<file path="src/rtl/raster_bbox_walker_if.sv">
// Triangle-in / pixel-out bus of the raster bounding-box walker.
// The walker sits on the slave side; the triangle source and the pixel
// consumer (or a bench standing in for both) sit on the master side.
interface raster_bbox_walker_if #(
  parameter int XWIDTH     = 24,
  parameter int YWIDTH     = 24,
  parameter int VAL_WIDTH  = 16,
  parameter int AINV_WIDTH = 16,
  parameter int HWIDTH     = 9,
  parameter int VWIDTH     = 8
);
  // triangle handshake and payload
  logic                    tri_valid_in;
  logic                    tri_ready_out;
  logic [3*XWIDTH-1:0]     x_tri_in;
  logic [3*YWIDTH-1:0]     y_tri_in;
  logic [3*VAL_WIDTH-1:0]  vals_in;
  logic [AINV_WIDTH-1:0]   iarea_in;

  // pixel stream
  logic                    pix_valid_out;
  logic                    pix_ready_in;
  logic [HWIDTH-1:0]       hcount_out;
  logic [VWIDTH-1:0]       vcount_out;
  logic [XWIDTH-1:0]       x_out;
  logic [YWIDTH-1:0]       y_out;
  logic                    pix_last_out;

  // triangle data held for the whole walk, plus completion pulse
  logic [3*XWIDTH-1:0]     x_tri_out;
  logic [3*YWIDTH-1:0]     y_tri_out;
  logic [3*VAL_WIDTH-1:0]  vals_out;
  logic [AINV_WIDTH-1:0]   iarea_out;
  logic                    tri_done_out;

  modport slave (
    input  tri_valid_in, x_tri_in, y_tri_in, vals_in, iarea_in, pix_ready_in,
    output tri_ready_out, pix_valid_out, hcount_out, vcount_out, x_out, y_out,
           pix_last_out, x_tri_out, y_tri_out, vals_out, iarea_out, tri_done_out
  );

  modport master (
    output tri_valid_in, x_tri_in, y_tri_in, vals_in, iarea_in, pix_ready_in,
    input  tri_ready_out, pix_valid_out, hcount_out, vcount_out, x_out, y_out,
           pix_last_out, x_tri_out, y_tri_out, vals_out, iarea_out, tri_done_out
  );
endinterface

</file>
<file path="src/rtl/raster_bbox_walker.sv">
// Raster bounding-box walker: accepts one triangle, computes its screen-clamped
// integer bounding box and streams every pixel of that box in raster order,
// while holding the triangle data steady for the downstream interpolator.
module raster_bbox_walker #(
  parameter int XWIDTH     = 24,
  parameter int YWIDTH     = 24,
  parameter int FRAC       = 14,
  parameter int VAL_WIDTH  = 16,
  parameter int AINV_WIDTH = 16,
  parameter int HRES       = 320,
  parameter int VRES       = 180,
  parameter int HWIDTH     = $clog2(HRES),
  parameter int VWIDTH     = $clog2(VRES)
) (
  input  logic                  clk_in,
  input  logic                  rst_n_in,
  raster_bbox_walker_if.slave   bus
);

  // Sample coordinates are the counters shifted left by FRAC and must stay
  // positive inside the signed output width.
  if (HWIDTH + FRAC >= XWIDTH) begin : g_xwidth_check
    $error("raster_bbox_walker: HWIDTH+FRAC must be below XWIDTH");
  end
  if (VWIDTH + FRAC >= YWIDTH) begin : g_ywidth_check
    $error("raster_bbox_walker: VWIDTH+FRAC must be below YWIDTH");
  end

  typedef enum logic [1:0] {
    IDLE  = 2'd0,
    SETUP = 2'd1,
    WALK  = 2'd2
  } state_t;

  localparam logic signed [XWIDTH-1:0] X_ZERO = '0;
  localparam logic signed [YWIDTH-1:0] Y_ZERO = '0;
  localparam logic signed [XWIDTH-1:0] X_HMAX = XWIDTH'(HRES - 1);
  localparam logic signed [YWIDTH-1:0] Y_VMAX = YWIDTH'(VRES - 1);

  state_t state_r, next_state_s;

  logic                   tri_ready_r;
  logic                   tri_done_r;
  logic                   pix_valid_r;
  logic [HWIDTH-1:0]      hcount_r, lo_x_r, hi_x_r;
  logic [VWIDTH-1:0]      vcount_r, lo_y_r, hi_y_r;
  logic [3*XWIDTH-1:0]    x_tri_r;
  logic [3*YWIDTH-1:0]    y_tri_r;
  logic [3*VAL_WIDTH-1:0] vals_r;
  logic [AINV_WIDTH-1:0]  iarea_r;

  logic                   tri_fire_s;
  logic                   pix_fire_s;
  logic                   pix_last_s;
  logic                   empty_s;
  logic signed [XWIDTH-1:0] xfmin_s, xfmax_s, lo_x_s, hi_x_s;
  logic signed [YWIDTH-1:0] yfmin_s, yfmax_s, lo_y_s, hi_y_s;

  // Signed min (want_max=0) or max (want_max=1) of the three packed x vertices.
  function automatic logic signed [XWIDTH-1:0] ext_x(input logic [3*XWIDTH-1:0] v,
                                                     input logic want_max);
    logic signed [XWIDTH-1:0] r;
    logic signed [XWIDTH-1:0] c;
    r = v[XWIDTH-1:0];
    for (int i = 1; i < 3; i++) begin
      c = v[i*XWIDTH +: XWIDTH];
      if (want_max ? (c > r) : (c < r)) r = c;
      else r = r;
    end
    return r;
  endfunction

  // Signed min (want_max=0) or max (want_max=1) of the three packed y vertices.
  function automatic logic signed [YWIDTH-1:0] ext_y(input logic [3*YWIDTH-1:0] v,
                                                     input logic want_max);
    logic signed [YWIDTH-1:0] r;
    logic signed [YWIDTH-1:0] c;
    r = v[YWIDTH-1:0];
    for (int i = 1; i < 3; i++) begin
      c = v[i*YWIDTH +: YWIDTH];
      if (want_max ? (c > r) : (c < r)) r = c;
      else r = r;
    end
    return r;
  endfunction

  // Bounding box of the latched triangle: floor by arithmetic shift, then clamp to screen.
  always_comb begin
    xfmin_s = ext_x(x_tri_r, 1'b0) >>> FRAC;
    xfmax_s = ext_x(x_tri_r, 1'b1) >>> FRAC;
    yfmin_s = ext_y(y_tri_r, 1'b0) >>> FRAC;
    yfmax_s = ext_y(y_tri_r, 1'b1) >>> FRAC;
    lo_x_s  = (xfmin_s < X_ZERO) ? X_ZERO : xfmin_s;
    hi_x_s  = (xfmax_s > X_HMAX) ? X_HMAX : xfmax_s;
    lo_y_s  = (yfmin_s < Y_ZERO) ? Y_ZERO : yfmin_s;
    hi_y_s  = (yfmax_s > Y_VMAX) ? Y_VMAX : yfmax_s;
    empty_s = (lo_x_s > hi_x_s) || (lo_y_s > hi_y_s);
  end

  // Last pixel of the box; only meaningful while a pixel is being offered.
  assign pix_last_s = pix_valid_r && (hcount_r == hi_x_r) && (vcount_r == hi_y_r);

  // Walker state register.
  always_ff @(posedge clk_in or negedge rst_n_in) begin
    if (!rst_n_in) state_r <= IDLE;
    else           state_r <= next_state_s;
  end

  // Next-state decode and handshake qualifiers.
  always_comb begin
    next_state_s = state_r;
    tri_fire_s   = 1'b0;
    pix_fire_s   = 1'b0;
    case (state_r)
      IDLE: begin
        tri_fire_s = bus.tri_valid_in && tri_ready_r;
        if (tri_fire_s) next_state_s = SETUP;
        else            next_state_s = IDLE;
      end
      SETUP: begin
        if (empty_s) next_state_s = IDLE;
        else         next_state_s = WALK;
      end
      WALK: begin
        pix_fire_s = bus.pix_ready_in && pix_valid_r;
        if (pix_fire_s && pix_last_s) next_state_s = IDLE;
        else                          next_state_s = WALK;
      end
      default: next_state_s = IDLE;
    endcase
  end

  // Datapath: triangle latch, box bounds, raster counters and registered flags.
  always_ff @(posedge clk_in or negedge rst_n_in) begin
    if (!rst_n_in) begin
      tri_ready_r <= 1'b0;
      tri_done_r  <= 1'b0;
      pix_valid_r <= 1'b0;
      hcount_r    <= '0;
      vcount_r    <= '0;
      lo_x_r      <= '0;
      hi_x_r      <= '0;
      lo_y_r      <= '0;
      hi_y_r      <= '0;
      x_tri_r     <= '0;
      y_tri_r     <= '0;
      vals_r      <= '0;
      iarea_r     <= '0;
    end else begin
      tri_ready_r <= (next_state_s == IDLE);
      tri_done_r  <= 1'b0;
      case (state_r)
        IDLE: begin
          if (tri_fire_s) begin
            x_tri_r <= bus.x_tri_in;
            y_tri_r <= bus.y_tri_in;
            vals_r  <= bus.vals_in;
            iarea_r <= bus.iarea_in;
          end
        end
        SETUP: begin
          if (empty_s) begin
            tri_done_r <= 1'b1;
          end else begin
            lo_x_r      <= lo_x_s[HWIDTH-1:0];
            hi_x_r      <= hi_x_s[HWIDTH-1:0];
            lo_y_r      <= lo_y_s[VWIDTH-1:0];
            hi_y_r      <= hi_y_s[VWIDTH-1:0];
            hcount_r    <= lo_x_s[HWIDTH-1:0];
            vcount_r    <= lo_y_s[VWIDTH-1:0];
            pix_valid_r <= 1'b1;
          end
        end
        WALK: begin
          if (pix_fire_s) begin
            if (pix_last_s) begin
              pix_valid_r <= 1'b0;
              tri_done_r  <= 1'b1;
            end else if (hcount_r < hi_x_r) begin
              hcount_r <= hcount_r + HWIDTH'(1);
            end else begin
              hcount_r <= lo_x_r;
              vcount_r <= vcount_r + VWIDTH'(1);
            end
          end
        end
        default: pix_valid_r <= 1'b0;
      endcase
    end
  end

  assign bus.tri_ready_out = tri_ready_r;
  assign bus.tri_done_out  = tri_done_r;
  assign bus.pix_valid_out = pix_valid_r;
  assign bus.pix_last_out  = pix_last_s;
  assign bus.hcount_out    = hcount_r;
  assign bus.vcount_out    = vcount_r;
  assign bus.x_out         = {{(XWIDTH-HWIDTH-FRAC){1'b0}}, hcount_r, {FRAC{1'b0}}};
  assign bus.y_out         = {{(YWIDTH-VWIDTH-FRAC){1'b0}}, vcount_r, {FRAC{1'b0}}};
  assign bus.x_tri_out     = x_tri_r;
  assign bus.y_tri_out     = y_tri_r;
  assign bus.vals_out      = vals_r;
  assign bus.iarea_out     = iarea_r;

endmodule

</file>
<file path="src/flat_wrapper.sv">
// flat-port wrapper written by rule: the top's interface ports become plain ports
module raster_bbox_walker_flat 
#(
  parameter int XWIDTH     = 24,
  parameter int YWIDTH     = 24,
  parameter int FRAC       = 14,
  parameter int VAL_WIDTH  = 16,
  parameter int AINV_WIDTH = 16,
  parameter int HRES       = 320,
  parameter int VRES       = 180,
  parameter int HWIDTH     = $clog2(HRES),
  parameter int VWIDTH     = $clog2(VRES)
)
  (clk_in, rst_n_in, bus_tri_valid_in, bus_x_tri_in, bus_y_tri_in, bus_vals_in, bus_iarea_in, bus_pix_ready_in, bus_tri_ready_out, bus_pix_valid_out, bus_hcount_out, bus_vcount_out, bus_x_out, bus_y_out, bus_pix_last_out, bus_x_tri_out, bus_y_tri_out, bus_vals_out, bus_iarea_out, bus_tri_done_out);
  raster_bbox_walker_if #(.XWIDTH(XWIDTH), .YWIDTH(YWIDTH), .VAL_WIDTH(VAL_WIDTH), .AINV_WIDTH(AINV_WIDTH), .HWIDTH(HWIDTH), .VWIDTH(VWIDTH)) bus_i ();
  input  logic clk_in;
  input  logic rst_n_in;
  input wire logic [$bits(bus_i.tri_valid_in)-1:0] bus_tri_valid_in;
  input wire logic [$bits(bus_i.x_tri_in)-1:0] bus_x_tri_in;
  input wire logic [$bits(bus_i.y_tri_in)-1:0] bus_y_tri_in;
  input wire logic [$bits(bus_i.vals_in)-1:0] bus_vals_in;
  input wire logic [$bits(bus_i.iarea_in)-1:0] bus_iarea_in;
  input wire logic [$bits(bus_i.pix_ready_in)-1:0] bus_pix_ready_in;
  output wire logic [$bits(bus_i.tri_ready_out)-1:0] bus_tri_ready_out;
  output wire logic [$bits(bus_i.pix_valid_out)-1:0] bus_pix_valid_out;
  output wire logic [$bits(bus_i.hcount_out)-1:0] bus_hcount_out;
  output wire logic [$bits(bus_i.vcount_out)-1:0] bus_vcount_out;
  output wire logic [$bits(bus_i.x_out)-1:0] bus_x_out;
  output wire logic [$bits(bus_i.y_out)-1:0] bus_y_out;
  output wire logic [$bits(bus_i.pix_last_out)-1:0] bus_pix_last_out;
  output wire logic [$bits(bus_i.x_tri_out)-1:0] bus_x_tri_out;
  output wire logic [$bits(bus_i.y_tri_out)-1:0] bus_y_tri_out;
  output wire logic [$bits(bus_i.vals_out)-1:0] bus_vals_out;
  output wire logic [$bits(bus_i.iarea_out)-1:0] bus_iarea_out;
  output wire logic [$bits(bus_i.tri_done_out)-1:0] bus_tri_done_out;
  assign bus_i.tri_valid_in = bus_tri_valid_in;
  assign bus_i.x_tri_in = bus_x_tri_in;
  assign bus_i.y_tri_in = bus_y_tri_in;
  assign bus_i.vals_in = bus_vals_in;
  assign bus_i.iarea_in = bus_iarea_in;
  assign bus_i.pix_ready_in = bus_pix_ready_in;
  assign bus_tri_ready_out = bus_i.tri_ready_out;
  assign bus_pix_valid_out = bus_i.pix_valid_out;
  assign bus_hcount_out = bus_i.hcount_out;
  assign bus_vcount_out = bus_i.vcount_out;
  assign bus_x_out = bus_i.x_out;
  assign bus_y_out = bus_i.y_out;
  assign bus_pix_last_out = bus_i.pix_last_out;
  assign bus_x_tri_out = bus_i.x_tri_out;
  assign bus_y_tri_out = bus_i.y_tri_out;
  assign bus_vals_out = bus_i.vals_out;
  assign bus_iarea_out = bus_i.iarea_out;
  assign bus_tri_done_out = bus_i.tri_done_out;
  raster_bbox_walker #(.XWIDTH(XWIDTH), .YWIDTH(YWIDTH), .FRAC(FRAC), .VAL_WIDTH(VAL_WIDTH), .AINV_WIDTH(AINV_WIDTH), .HRES(HRES), .VRES(VRES), .HWIDTH(HWIDTH), .VWIDTH(VWIDTH)) u_core (.clk_in(clk_in), .rst_n_in(rst_n_in), .bus(bus_i));
endmodule
</file>
<file path="config.mk">
export PLATFORM = sky130hd
export DESIGN_NAME = raster_bbox_walker_flat
export DESIGN_NICKNAME = d
export VERILOG_FILES = /design/src/rtl/raster_bbox_walker_if.sv /design/src/rtl/raster_bbox_walker.sv /design/src/flat_wrapper.sv
export SDC_FILE = /design/constraint.sdc
export NUM_CORES = 1
export LEC_CHECK = 0
export ABC_AREA = 1
export BUFFER_PORTS_ARGS = -buffer_cell sky130_fd_sc_hd__buf_2
export CORE_AREA = 3 3 189 191
export CTS_CLUSTER_DIAMETER = 40
export DETAILED_ROUTE_END_ITERATION = 8
export DIE_AREA = 0 0 192 194
export PLACE_DENSITY = 0.74
export SYNTH_ARGS = -nofsm -noshare
export SYNTH_HDL_FRONTEND = slang
export SYNTH_SLANG_ARGS = --single-unit
</file>
<file path="constraint.sdc">
create_clock -name clk_in -period 20.3 [get_ports clk_in]
set_input_delay 4.06 -clock clk_in [delete_from_list [all_inputs] [get_ports clk_in]]
set_output_delay 4.06 -clock clk_in [all_outputs]
set_load 0.005 [all_outputs]
</file>
* Yosys cells after proc, flatten, opt, wreduce, memory -nomap -nowiden
Cells that the tools add are included.
Word-level totals: register bits after elaboration 256, logic and storage cells 91, output and inout port bits 277, input port bits 212
Operators by class: equality and inequality tests 9, add/subtract/negate cells 2, bitwise operators 2, reduce and logical (&&, ||, !) cells 14, order comparisons 15, muxes and demuxes 36
Operators with widths (count):
- two-way mux 24 bit | 12
- > comparator 24 bit | 6
- less-than comparator 24 bit | 4
- two-way mux 9 bit | 4
- two-way mux 8 bit | 4
- less-than comparator 10 x 1 -> 1 bit (second input constant) | 2
- one-hot mux 9 bit (2 select lines) | 1
- one-hot mux 8 bit (2 select lines) | 1
- > comparator 10 bit (second input constant) | 1
- > comparator 10 x 9 -> 1 bit (second input constant) | 1
- adder 9 x 1 -> 9 bit (second input constant) | 1
- equality test 9 bit | 1
- less-than comparator 9 bit | 1
- two-way mux 1 bit | 9
- adder 8 x 1 -> 8 bit (second input constant) | 1
- equality test 8 bit | 1
- AND reduction 4 bit | 2
- != test 2 bit (second input constant) | 3
- one-hot mux 2 bit (3 select lines) | 1
- logical AND 1 bit | 5
- AND reduction 5 bit | 1
- zero test 2 bit | 2
- two-way mux 2 bit | 2
- != test 2 x 1 -> 1 bit (second input constant) | 2
- other kinds (8) | 10

* Logic depth before layout (Yosys ltp)
depth after elaboration 11, mapped depth 51

* Worst setup path before layout
Ideal clock, no wire load.
path type reg-to-reg, start point reg u_core.y_tri_r[47], in the netlist u_core.bus.y_tri_out[47], end point reg u_core.vcount_r[0], in the netlist u_core.bus.vcount_out[0], cell stages (with the launch flop) 45, arrival time 6533 ps, slack 13649 ps, data required time 20182 ps, cells stage by stage dfrtp_1 > ha_1 > nand4_1 > nor3_1 > nor4b_2 > nand2_1 > nand3_2 > xnor2_1 > nand2_1 > buf_2 > buf_2 > clkbuf_1 > clkbuf_1 > o21ai_0 > ha_1 > a21oi_1 > nor2_1 > a211oi_1 > [9 not listed] > o21ai_0 > nand2_1 > inv_1 > a211oi_1 > ha_1 > inv_1 > o21bai_1 > a221oi_1 > o221ai_1 > a21oi_1 > a41oi_1 > nor2_1 > nand2_1 > nand2_1 > buf_6 > nand2_4 > nand2_1 > nand2_1
On the way: word-level cells in the longest chain between the ends 10
Ends and longest elaborated chain:
- from (decl) | RTL line raster_bbox_walker.sv:48 | logic [3*YWIDTH-1:0] y_tri_r;
- from (signal assigned) | RTL line raster_bbox_walker.sv:156 | y_tri_r <= bus.y_tri_in;
- less-than comparator 24 bit or > comparator 24 bit (tied branches)
- two-way mux 24 bit | RTL line raster_bbox_walker.sv:81 | if (want_max ? (c > r) : (c < r)) r = c;
- less-than comparator 24 bit or > comparator 24 bit (tied branches) | RTL line raster_bbox_walker.sv:81
- two-way mux 24 bit | RTL line raster_bbox_walker.sv:81
- less-than comparator 10 x 1 -> 1 bit or > comparator 10 x 9 -> 1 bit (tied branches) | RTL line raster_bbox_walker.sv:95, raster_bbox_walker.sv:96
- two-way mux 24 bit (on tied branches) | RTL line raster_bbox_walker.sv:95, raster_bbox_walker.sv:96
- > comparator 24 bit | RTL line raster_bbox_walker.sv:97 | empty_s = (lo_x_s > hi_x_s) || (lo_y_s > hi_y_s);
- logical OR 1 bit | RTL line raster_bbox_walker.sv:97
- != test 2 bit (no line)
- AND reduction 5 bit (no line)
- to (signal assigned) | RTL line raster_bbox_walker.sv:170 | vcount_r <= lo_y_s[VWIDTH-1:0];
- to (signal assigned) | RTL line raster_bbox_walker.sv:183 | vcount_r <= vcount_r + VWIDTH'(1);
- to (decl) | RTL line raster_bbox_walker.sv:46 | logic [VWIDTH-1:0] vcount_r, lo_y_r, hi_y_r;
Several ways; a longest one is shown, not always the timed one. The select of a mux whose other input is x is not followed. A chain may end at the register's enable or synchronous reset.

* Worst setup path in the final report
start point reg u_core.y_tri_r[23], in the netlist u_core.bus.y_tri_out[23], end point reg u_core.hcount_r[6], in the netlist u_core.bus.hcount_out[6]
On the way: word-level cells in the longest chain between the ends 10
Ends and longest elaborated chain:
- less-than comparator 24 bit or > comparator 24 bit (tied branches)
- two-way mux 24 bit | RTL line raster_bbox_walker.sv:81
- less-than comparator 24 bit or > comparator 24 bit (tied branches) | RTL line raster_bbox_walker.sv:81
- two-way mux 24 bit | RTL line raster_bbox_walker.sv:81
- less-than comparator 10 x 1 -> 1 bit or > comparator 10 x 9 -> 1 bit (tied branches) | RTL line raster_bbox_walker.sv:95, raster_bbox_walker.sv:96
- two-way mux 24 bit (on tied branches) | RTL line raster_bbox_walker.sv:95, raster_bbox_walker.sv:96
- > comparator 24 bit (*) | RTL line raster_bbox_walker.sv:97
- logical OR 1 bit (*) | RTL line raster_bbox_walker.sv:97
- != test 2 bit (no line) (*)
- AND reduction 4 bit (no line) (*)
- to (signal assigned) | RTL line raster_bbox_walker.sv:169 | hcount_r <= lo_x_s[HWIDTH-1:0];
- to (signal assigned) | RTL line raster_bbox_walker.sv:180 | hcount_r <= hcount_r + HWIDTH'(1);
- to (signal assigned) | RTL line raster_bbox_walker.sv:182 | hcount_r <= lo_x_r;
- to (decl) | RTL line raster_bbox_walker.sv:45 | logic [HWIDTH-1:0] hcount_r, lo_x_r, hi_x_r;
Every way passes the cells marked *; elsewhere a longest branch is shown, timed or not.

==> results.tsv <==
metric	value	unit
top_layer	met5	
crit_buf_inv	5	
max_slew_margin	0.129	
crit_path_max_fanout	28	
drc	0	
die_h	194	um
synth_warnings	0	
num_io_pins	489	
insertion_delay	0.55	ns
synth-xor-area-share	0.00809	
wl_per_cell	17.0	um
worstSetupPathType	register to register	
dieArea	37200	um2
clock-sinks	256	
drt_iter0_markers	1086	
rsz0062_at_grt	no	
coreArea	34300	um2
ctsHoldBuffers	0	
post_cts_buffers	0	
dp_hpwl	39300	um
synth_mux_area_frac	0	
track_usage	0.271	
hold_viol	0	
fin_tns_setup	0	ns
postSynthCellCount	2143	
cts_resized	0	
ys_ff_latch	256	
yosys.area_share.simple	0.269	
synth_edf_count	0	
synth-compound-area-share	0.116	
cts_tree	yes	
finalCritPeriodShare	0.395	
die_w	192	um
slew_violations	0	
slowest_delay	0.57	ns
fin_area	20100	um2
critical_path.most_common_cell	nand2_1	
finalCriticalPeriod	8.02	ns
start_util	0.474	
antenna_found_initial	9	
drive_gt1_frac	0.221	
ys_seq_area_frac	0.394	
grt_pass1_wl	81400	um
grt_start_max_net_pins	145	
place_congestion	0.938	
synthAdderAreaFrac	0.134	
setup_violations	0	
met3_length	4050	um
synth_top_area_share	0.394	
clkSlewWorstSetupHoldPaths	0.06	ns
areaGrowthSynthToFinish	23.7	%
drv_cap	0	
port_buffers	457	
fin_worst_skew	0.0188	ns
max_freq	125	MHz
viasPerCell	5.24	
cpMaxStageDelayCell	nand2_1	
cts_buffer_depth	3	
synth_most_common_cell	nand2_1	
ant_nets	0	
path_delay_family	simple AND/OR/NAND/NOR gates	
cts_buffers	44	
rows	68	
cts_max_level	2	
final_nets	2943	
hp-class	register to register	
cp_data_arrival_time	8.43	ns
synth_top_family_by_area	simple AND/OR/NAND/NOR gates	
synth_area_leader_cell	dfrtp_1	
vias	16000	
synth_area_leaders	dfrtp_1 39%, nand2_1 20%, ha_1 13%	
endpoint_kind	register	
cts_root_buf	clkbuf_16	
required	20.72	ns
yosysUniqueCellTypes	49	
worstMarginPinSlew	1.30	ns
ys_top_cells_by_count	870 x nand2_1, 256 x dfrtp_1, 185 x o21ai_0	
syn_area_per_cell	7.58	um2
dr_wl_met2	24800	um
grt_remaining_overflow	0	
async_flop_share	1.00	
dr.pass1.iters	9	
place_area	18600	um2
wl_met1	21100	um
syn-cell-area	16200	um2
synthFlopType	dfrtp_1	
drt-total-wl	51800	um
grt_pass1_vias	15600	
status	completed	
start_kind	register	
[routing by layer]
metal  up-vias  global-route usage
met3       136              0.0618
met5         -                   0
met4         6              0.0942
li1       7780                   -
met2       629               0.449
met1      7440               0.348
[worst paths after layout]
check	from	to	slack (ns)	cells past startpoint
max	u_core.bus.y_tri_out[23]$_DFFE_PN0P_	u_core.bus.hcount_out[6]$_DFFE_PN0P_	12.28	41
min	u_core.bus.vals_out[26]$_DFFE_PN0P_	u_core.bus.vals_out[26]$_DFFE_PN0P_	0.48	2
max reg2reg	u_core.bus.y_tri_out[23]$_DFFE_PN0P_	u_core.bus.hcount_out[6]$_DFFE_PN0P_	12.28	41
min reg2reg	u_core.bus.vals_out[26]$_DFFE_PN0P_	u_core.bus.vals_out[26]$_DFFE_PN0P_	0.48	2
max in group asynchronous	rst_n_in	u_core.bus.x_tri_out[48]$_DFFE_PN0P_	14.89	3
min in group asynchronous	rst_n_in	u_core.bus.hcount_out[4]$_DFFE_PN0P_	3.45	1
[sequential cells by signal, indices dropped and copies added (netlist names)]
name / count
u_core.bus.vals_out: 48
u_core.bus.y_tri_out: 72
u_core.bus.hcount_out: 9
u_core.bus.tri_ready_out: 1
u_core.state_r: 2
u_core.bus.vcount_out: 8
u_core.bus.iarea_out: 16
u_core.bus.x_tri_out: 72
u_core.bus.pix_valid_out: 1
u_core.hi_x_r: 9
u_core.hi_y_r: 8
u_core.lo_x_r: 9
u_core.bus.tri_done_out: 1
[cell families (layout without fill, tap and decap cells)]
group,Yosys count,in the layout
buffers and inverters,279,698
adders and majority gates,174,174
DFF,256,256
other,1,35
AOI/OAI and AO/OA,348,348
and+or+nand+nor,1070,1070
xor gates and xnor gates,15,15
[worst register-to-register path, delay by kind of cell, from the launching register on]
kind / cells / cell delay (ns)
buffers and inverters: 5 / 0.93
DFF: 1 / 0.34
and+or+nand+nor: 18 / 3.25
xor gates and xnor gates: 2 / 0.28
adders and majority gates: 3 / 1.02
AOI/OAI and AO/OA: 13 / 2.09
[stage by stage]
stage | setup WS (ns) | cells | hold WS [ns] | util
6_report | 12.28 | 3051 | 0.475 | 0.586
5_1_grt | 11.46 | 3049 | 0.494 | 0.586
4_1_cts | 12.40 | 3047 | 0.476 | 0.586
3_5_place_dp | 12.48 | 2966 | 0.460 | 0.543
3_3_place_gp | 12.85 | 2966 | 0.457 | 0.543
2_1_floorplan | 13.65 | 2173 | 0.453 | -
[final cells by class]
type	instances	area [um2]
diodes	4	10.0
fillers	3157	14200
clock inverters	28	284
repair buffers	466	2360
multi-input cells	1638	8720
well taps	455	569
flip-flops and latches	256	6410
clock buffers	53	1180
inverters	151	574
[cells in the final DEF, fill, tap and decap left out, types with 6 or more instances in the layout]
cell        count
nand2_1       870
buf_2         456
dfrtp_1       256
o21ai_0       185
ha_1          174
inv_1         149
a21oi_1        82
nor2_1         56
nand3_1        51
clkbuf_16      45
nand4_1        36
o21ai_1        31
conb_1         31
a211oi_1       18
nand3b_1       10
clkinvlp_4     10
nor3_1          9
buf_4           9
xnor2_1         7
nand2_2         7
and3_1          7
xor2_1          7
inv_6           7
o221ai_1        6
or2_2           6
clkbuf_1        6
Power is not shown: default switching activity piles up to over one toggle a cycle in this logic, so the estimate is an artifact.
